<file path="src/rtl/adder3_stream_join.sv">
// Three-stream join adder: consumes one word from each input stream together,
// emits their unsigned sum through an output register backed by a one-entry skid.
module adder3_stream_join #(
  parameter int DW    = 32,
  parameter int CNT_W = 16
) (
  input  logic            clk,
  input  logic            rst,
  input  logic            valid_s0,
  output logic            ready_s0,
  input  logic [DW-1:0]   data_s0,
  input  logic            valid_s1,
  output logic            ready_s1,
  input  logic [DW-1:0]   data_s1,
  input  logic            valid_s2,
  output logic            ready_s2,
  input  logic [DW-1:0]   data_s2,
  output logic            valid_m,
  input  logic            ready_m,
  output logic [DW+1:0]   data_m,
  output logic [CNT_W-1:0] sum_cnt
);

  logic             out_valid_q, out_valid_d;
  logic [DW+1:0]    out_data_q, out_data_d;
  logic             skid_valid_q, skid_valid_d;
  logic [DW+1:0]    skid_data_q, skid_data_d;
  logic [CNT_W-1:0] cnt_q, cnt_d;

  logic          all_v;
  logic          fire;
  logic          take;
  logic [DW+1:0] sum;

  assign all_v = valid_s0 & valid_s1 & valid_s2;
  // Ready depends only on the valids and the skid flag, never on ready_m.
  assign fire  = all_v & ~skid_valid_q & ~rst;
  assign take  = out_valid_q & ready_m;

  assign sum = {2'b00, data_s0} + {2'b00, data_s1} + {2'b00, data_s2};

  assign ready_s0 = fire;
  assign ready_s1 = fire;
  assign ready_s2 = fire;

  assign valid_m = out_valid_q;
  assign data_m  = out_data_q;
  assign sum_cnt = cnt_q;

  always_comb begin
    out_valid_d  = out_valid_q;
    out_data_d   = out_data_q;
    skid_valid_d = skid_valid_q;
    skid_data_d  = skid_data_q;
    cnt_d        = cnt_q;
    if (fire && (!out_valid_q || ready_m)) begin
      out_data_d  = sum;
      out_valid_d = 1'b1;
    end else if (fire) begin
      skid_data_d  = sum;
      skid_valid_d = 1'b1;
    end else if (take) begin
      if (skid_valid_q) begin
        out_data_d   = skid_data_q;
        skid_valid_d = 1'b0;
      end else begin
        out_valid_d = 1'b0;
      end
    end
    if (take) begin
      cnt_d = cnt_q + CNT_W'(1);
    end
  end

  always_ff @(posedge clk or posedge rst) begin
    if (rst) begin
      out_valid_q  <= 1'b0;
      out_data_q   <= '0;
      skid_valid_q <= 1'b0;
      skid_data_q  <= '0;
      cnt_q        <= '0;
    end else begin
      out_valid_q  <= out_valid_d;
      out_data_q   <= out_data_d;
      skid_valid_q <= skid_valid_d;
      skid_data_q  <= skid_data_d;
      cnt_q        <= cnt_d;
    end
  end

endmodule
</file>
<file path="config.mk">
export PLATFORM = sky130hd
export DESIGN_NAME = adder3_stream_join
export DESIGN_NICKNAME = d
export VERILOG_FILES = /design/src/rtl/adder3_stream_join.sv
export SDC_FILE = /design/constraint.sdc
export NUM_CORES = 1
export LEC_CHECK = 0
export CAP_MARGIN = 25
export CORE_MARGIN = 8
export CORE_UTILIZATION = 46
export CTS_CLUSTER_DIAMETER = 50
export DETAILED_ROUTE_END_ITERATION = 10
export PLACE_DENSITY = 0.79
export SETUP_SLACK_MARGIN = 0.1
export SLEW_MARGIN = 0
export SYNTH_ARGS = -nofsm -noshare
export SYNTH_HDL_FRONTEND = slang
export SYNTH_SLANG_ARGS = --single-unit
</file>
<file path="constraint.sdc">
create_clock -name clk -period 2.95 [get_ports clk]
set_input_delay 0.7375 -clock clk [delete_from_list [all_inputs] [get_ports clk]]
set_output_delay 0.7375 -clock clk [all_outputs]
set_load 0.05 [all_outputs]
</file>
Word-level counts from Yosys, hierarchy flattened
Cells that the tools add are included.

cells by class
  $mul = 0
  reduce and logical (&&, ||, !) cells = 10
  shift-type cells = 0
  $add $sub $neg = 3
  equality and inequality tests = 2
  mux-type cells = 10
  divide/modulo/power cells = 0
  bitwise gates (word level) = 8
  $lt $le $gt $ge = 0

operators by type and width
  operator                                                                 number
  34-bit two-way mux                                                       4
  33-bit by 32-bit adder with 34-bit output                                1
  32-bit by 32-bit adder with 33-bit output                                1
  16-bit by 1-bit adder with 16-bit output, second input constant          1
  1-bit two-way mux                                                        6
  3-bit AND reduction                                                      2
  2-bit nonzero test                                                       3
  1-bit bitwise AND                                                        5
  2-bit by 1-bit inequality test with 1-bit output, second input constant  2
  2-bit AND reduction                                                      2
  1-bit NOT                                                                3
  1-bit logical AND                                                        1
  1-bit zero test                                                          1
  1-bit logical OR                                                         1

word-level totals
  RAM bits = 0
  memories = 0
  output and inout port bits = 54
  word-level logic and storage cells = 38
  bits in latches = 0
  bits of input ports = 102
  bits in registers = 86
  memory bits (read-only) = 0

Longest topological paths before layout
  depth in word-level cells = 7
  depth in mapped cells = 12
  depth with buffers taken out = 12

Worst setup path after synthesis
OpenSTA, ideal clock, no wires.

  path kind = in2reg
  start point = input port data_s0[1]
  end point = register out_data_q[31], in the netlist data_m[31]
  arrival = 3.149 ns
  buffers on the path = 0
  path slack = -0.327 ns
  required time = 2.822 ns
  stages on the path = 10
  library setup time = 0.128 ns
  path through = fa_1 ha_1 fa_1 a211oi_2 o21ai_1 a221oi_2 a31oi_1 a21oi_2 xor2_1 a21oi_1

on the way
  word-level cells in the longest chain between the ends = 3

RTL lines
  what                                       RTL line  RTL
  start, declared                            11        input logic [DW-1:0] data_s0,
  32-bit by 32-bit adder with 33-bit output  40        assign sum = {2'b00, data_s0} + {2'b00, data_s1} + {2'b00, data_s2};
  33-bit by 32-bit adder with 34-bit output  40
  34-bit two-way mux                         56        if (fire && (!out_valid_q || ready_m)) begin
  end signal, assigned                       84        out_data_q <= out_data_d;
  end, declared                              25        logic [DW+1:0] out_data_q, out_data_d;

No other way between the ends.
A chain may end at the register's enable or synchronous reset.

Final worst setup path
  start point = input port data_s1[8]
  end point = register out_data_q[17], in the netlist data_m[17]

on the way
  word-level cells in the longest chain between the ends = 3

RTL lines
  what                                       RTL line  RTL
  start, declared                            14        input logic [DW-1:0] data_s1,
  32-bit by 32-bit adder with 33-bit output  40
  33-bit by 32-bit adder with 34-bit output  40
  34-bit two-way mux                         56

No other way between the ends.

==> impl_results.md <==
* Largest net degree at the start of global routing at 41
* RSZ-0062 raised after global routing: true
* Starting DRT DRC Count at 1097
* HPWL Detailed at 14900 microns
* Routed Antenna Nets at 0
* I/O Buffers at 155
* FF-to-FF Start: skid_valid_q
* Clock latency on the worst-skew pair at 350 ps
* Total number of vias at 7851
* Total core area at 13240 sq um
* Grt total ovfl at 0
* Final wirelength at 32130 microns
* Initial antenna violation count at 1
* Slowest-stage cell, CP: a211oi_4
* Failing checks: setup timing
* Crit. End Element: register
* Slew headroom at 54.97%
* CTS root buf: clkbuf_16
* Num CTS Buffers at 9
* Critical path's largest stage delay at 520 ps
* WHS at 488.7 ps
* WP buf/inv at 2
* First drt pass iteration count at 8
* Setup TNS at -11030 ps
* Depth of the CTS H-tree at 3
* Outcome: finished with violations
* Fin crit share at 116.9%
* R2r worst-path depth at 6
* Area grow syn2layout at 77.19%
* Post-synthesis async set-or-reset flop share at 100.0%
* Hold EP: skid_data_q[17]
* Sequential fraction of the synthesis area at 34.56%
* Synthesized net count at 859
* CP Launch Type: primary input
* Yosys warns at 0
* Netlist Area Pre-Place at 6227 sq um
* PD cells at 731.2 nW/um^2
* Post-synth top flop: dfrtp_1
* WP data required at 3210 ps
* Final Setup Violations at 44
* Fin. max-slew vios at 0
* Ant diodes at 0
* Number of enable flip-flop cells after synthesis at 0
* Post-route DRC at 0
* Post-synthesis cell type count at 64
* Final Hold Fails at 0
* Clock Pin Slew Worst Setup and Hold Paths at 60 ps
* FF+latch count, synth at 86
* Post-CTS Hold Buffers at 0
* Design area at 11030 sq um
* Layout Utilization at 83.32%
* Final worst path period need at 3449 ps
* First-pass GRT wire length at 40250 microns
* Lkg Pwr at 4.881 nW
* R2r setup slk at 780 ps
* Die extent in y at 132.4 microns
* RR Endpoint: skid_data_q[11]
* Final worst setup slack at -499.1 ps
* Row Count at 42
* Clk sinks at 86
* Vias in the first global route at 7620
* Layout cells sized above 1 at 41.39%
* Die Span X at 132.4 microns
* Tot Pwr at 8.068 mW
* Hold path depth at 2
* HP Start: skid_data_q[17]
* Placer Congestion at 0.9415
* Top delay family on crit path: compound AO/OA/AOI/OAI gates
* Critical path class: in -> reg
* CP arrival at 3710 ps
* Starting Density at 47.02%
* Die Footprint at 17520 sq um
* Synth Instances at 692
* VDD IR max at 0.3635 mV
* Worst Hold Class: reg -> reg
* All-Layer GR Usage at 28.26%
* Average cell area after synthesis at 8.999 sq um
* Number of nets in the layout at 1186
* Routed vias/inst at 6.553
* CP max FO at 5
* Crit-path cells: dlygate4sd2_1 > fa_2 > ha_4 > nand2_2 > buf_4 > a211oi_4 > a21oi_4 > o21bai_4 > xor2_2 > nor2_1 > a31oi_1
* Worst-margin pin slew at 672.5 ps
* Final Skew at 8.001 ps
* Fmax at 0.2899 GHz
* Num ports at 156
* Clk buf depth at 2
* Post-DR wirelength/cell at 26.82 microns
* Max_cap viols at 0
* Fillers at 663
* CTS tree: done
* Placed inst area at 9037 sq um
-- timing repair --
| item | in CTS | in global routing |
|---|---|---|
| pin swaps | 123 | 90 |
| buffers inserted | 29 | 45 |
| setup endpoints to repair | 57 | 56 |
| gates resized for setup | 281 | 179 |
-- power breakdown --
part | internal, mW | switching [mW] | leakage (nW)
Combinational | 2.24 | 2.99 | 3.66
Clock | 0.647 | 0.461 | 0.132
Sequential | 1.47 | 0.265 | 1.09
Total | 4.36 | 3.71 | 4.88
-- per-layer routing --
layer  vias up  routed length, microns  global-route usage, %
li1       3091                       -                      -
met1      3669                   10750                  32.94
met2       813                   14860                  45.59
met3       276                    3807                  7.584
met4         2                    2699                  17.35
met5         -                      13                      0
-- Yosys cell counts (3+ instances only) --
master | number | area share [%]
xor2_1 | 15 | 2.1
nand2_1 | 151 | 9.1
o21bai_1 | 6 | 0.72
dfrtp_1 | 86 | 35
and4_1 | 3 | 0.42
nor2_1 | 32 | 1.9
a21oi_2 | 8 | 1.1
a21o_1 | 5 | 0.60
or3_1 | 3 | 0.30
a211oi_2 | 3 | 0.60
ha_1 | 32 | 6.4
buf_2 | 7 | 0.56
nor3_1 | 4 | 0.32
o21ai_0 | 38 | 3.1
fa_1 | 33 | 11
inv_1 | 11 | 0.66
mux2i_1 | 5 | 0.80
a22oi_1 | 3 | 0.36
o211ai_1 | 4 | 0.48
o31ai_1 | 3 | 0.36
and3_1 | 28 | 2.8
o21ai_1 | 9 | 0.72
buf_4 | 3 | 0.36
a21oi_1 | 61 | 4.9
o221ai_1 | 3 | 0.42
clkbuf_1 | 20 | 1.2
nand3_1 | 25 | 2.0
nand4_1 | 14 | 1.4
a31oi_1 | 4 | 0.40
xnor2_1 | 25 | 3.5
-- area by class of cell --
type	count	area (sq um)	area share, %
Clock inverter	2	35.03	0.3175
Inverter	12	51.30	0.4649
Timing Repair Buffer	347	3105	28.14
Tap cell	176	220.2	1.996
Sequential cell	86	2152	19.50
Multi-Input combinational cell	563	5234	47.43
Clock buffer	12	236.5	2.143
-- worst register-to-register path, cell delays in order (launching register included) --
cell	delay, ps
dfrtp_1	420
or3_4	440
inv_4	150
nand2_2	240
buf_4	310
nand2_1	260
o21ai_2	190
-- state kept, by name, summed over array words and instances, names as in the netlist --
signal,cells
data_m,34
skid_data_q,34
sum_cnt,16
skid_valid_q,1
valid_m,1
-- how the worst max path moves through the flow --
| stage | start | end | slack (ps) | cells past startpoint |
|---|---|---|---|---|
| detailed placement | data_s0[1] | skid_data_q[25] | -910 | 12 |
| finish | data_s1[8] | data_m[17] | -500 | 11 |
| CTS | data_s2[1] | skid_data_q[27] | -210 | 12 |
| floorplan | data_s0[1] | data_m[31] | -180 | 10 |
| global placement | data_s0[1] | skid_data_q[25] | -790 | 12 |
| global route | data_s2[4] | data_m[19] | -570 | 12 |
-- through the flow --
step,setup WS [ps],cells
CTS,-206.9,1154
global placement,-792.4,1112
finish,-499.1,1198
global route,-566.5,1198
floorplan,-178.1,692
detailed placement,-910.8,1112
-- logic make-up after synthesis --
| family | after synthesis | share of synthesized area [%] |
|---|---|---|
| compound gates | 166 | 16.88 |
| xor+xnor | 41 | 5.887 |
| fa+ha+maj | 65 | 17.04 |
| buf+inv | 43 | 3.034 |
| flops | 86 | 34.56 |
| mux | 7 | 1.226 |
| simple gates | 284 | 21.38 |
-- cells in the final DEF (no fill, tap or decap), types with 13 or more instances in the layout --
cell type	synthesis	layout
buf_4	3	144
nand2_1	151	134
dfrtp_1	86	86
clkdlybuf4s50_1	0	57
buf_6	1	46
dlygate4sd2_1	0	42
a21oi_1	61	36
ha_4	0	28
nor2_1	32	27
and3_1	28	27
clkbuf_2	0	26
fa_1	33	22
o21ai_1	9	21
nand3_1	25	19
a21oi_4	0	18
a21oi_2	8	15
xnor2_1	25	14
nand4_1	14	14
clkdlybuf4s15_1	0	14
nand2_4	0	13
Note: power is estimated with default switching activity, not from simulation.
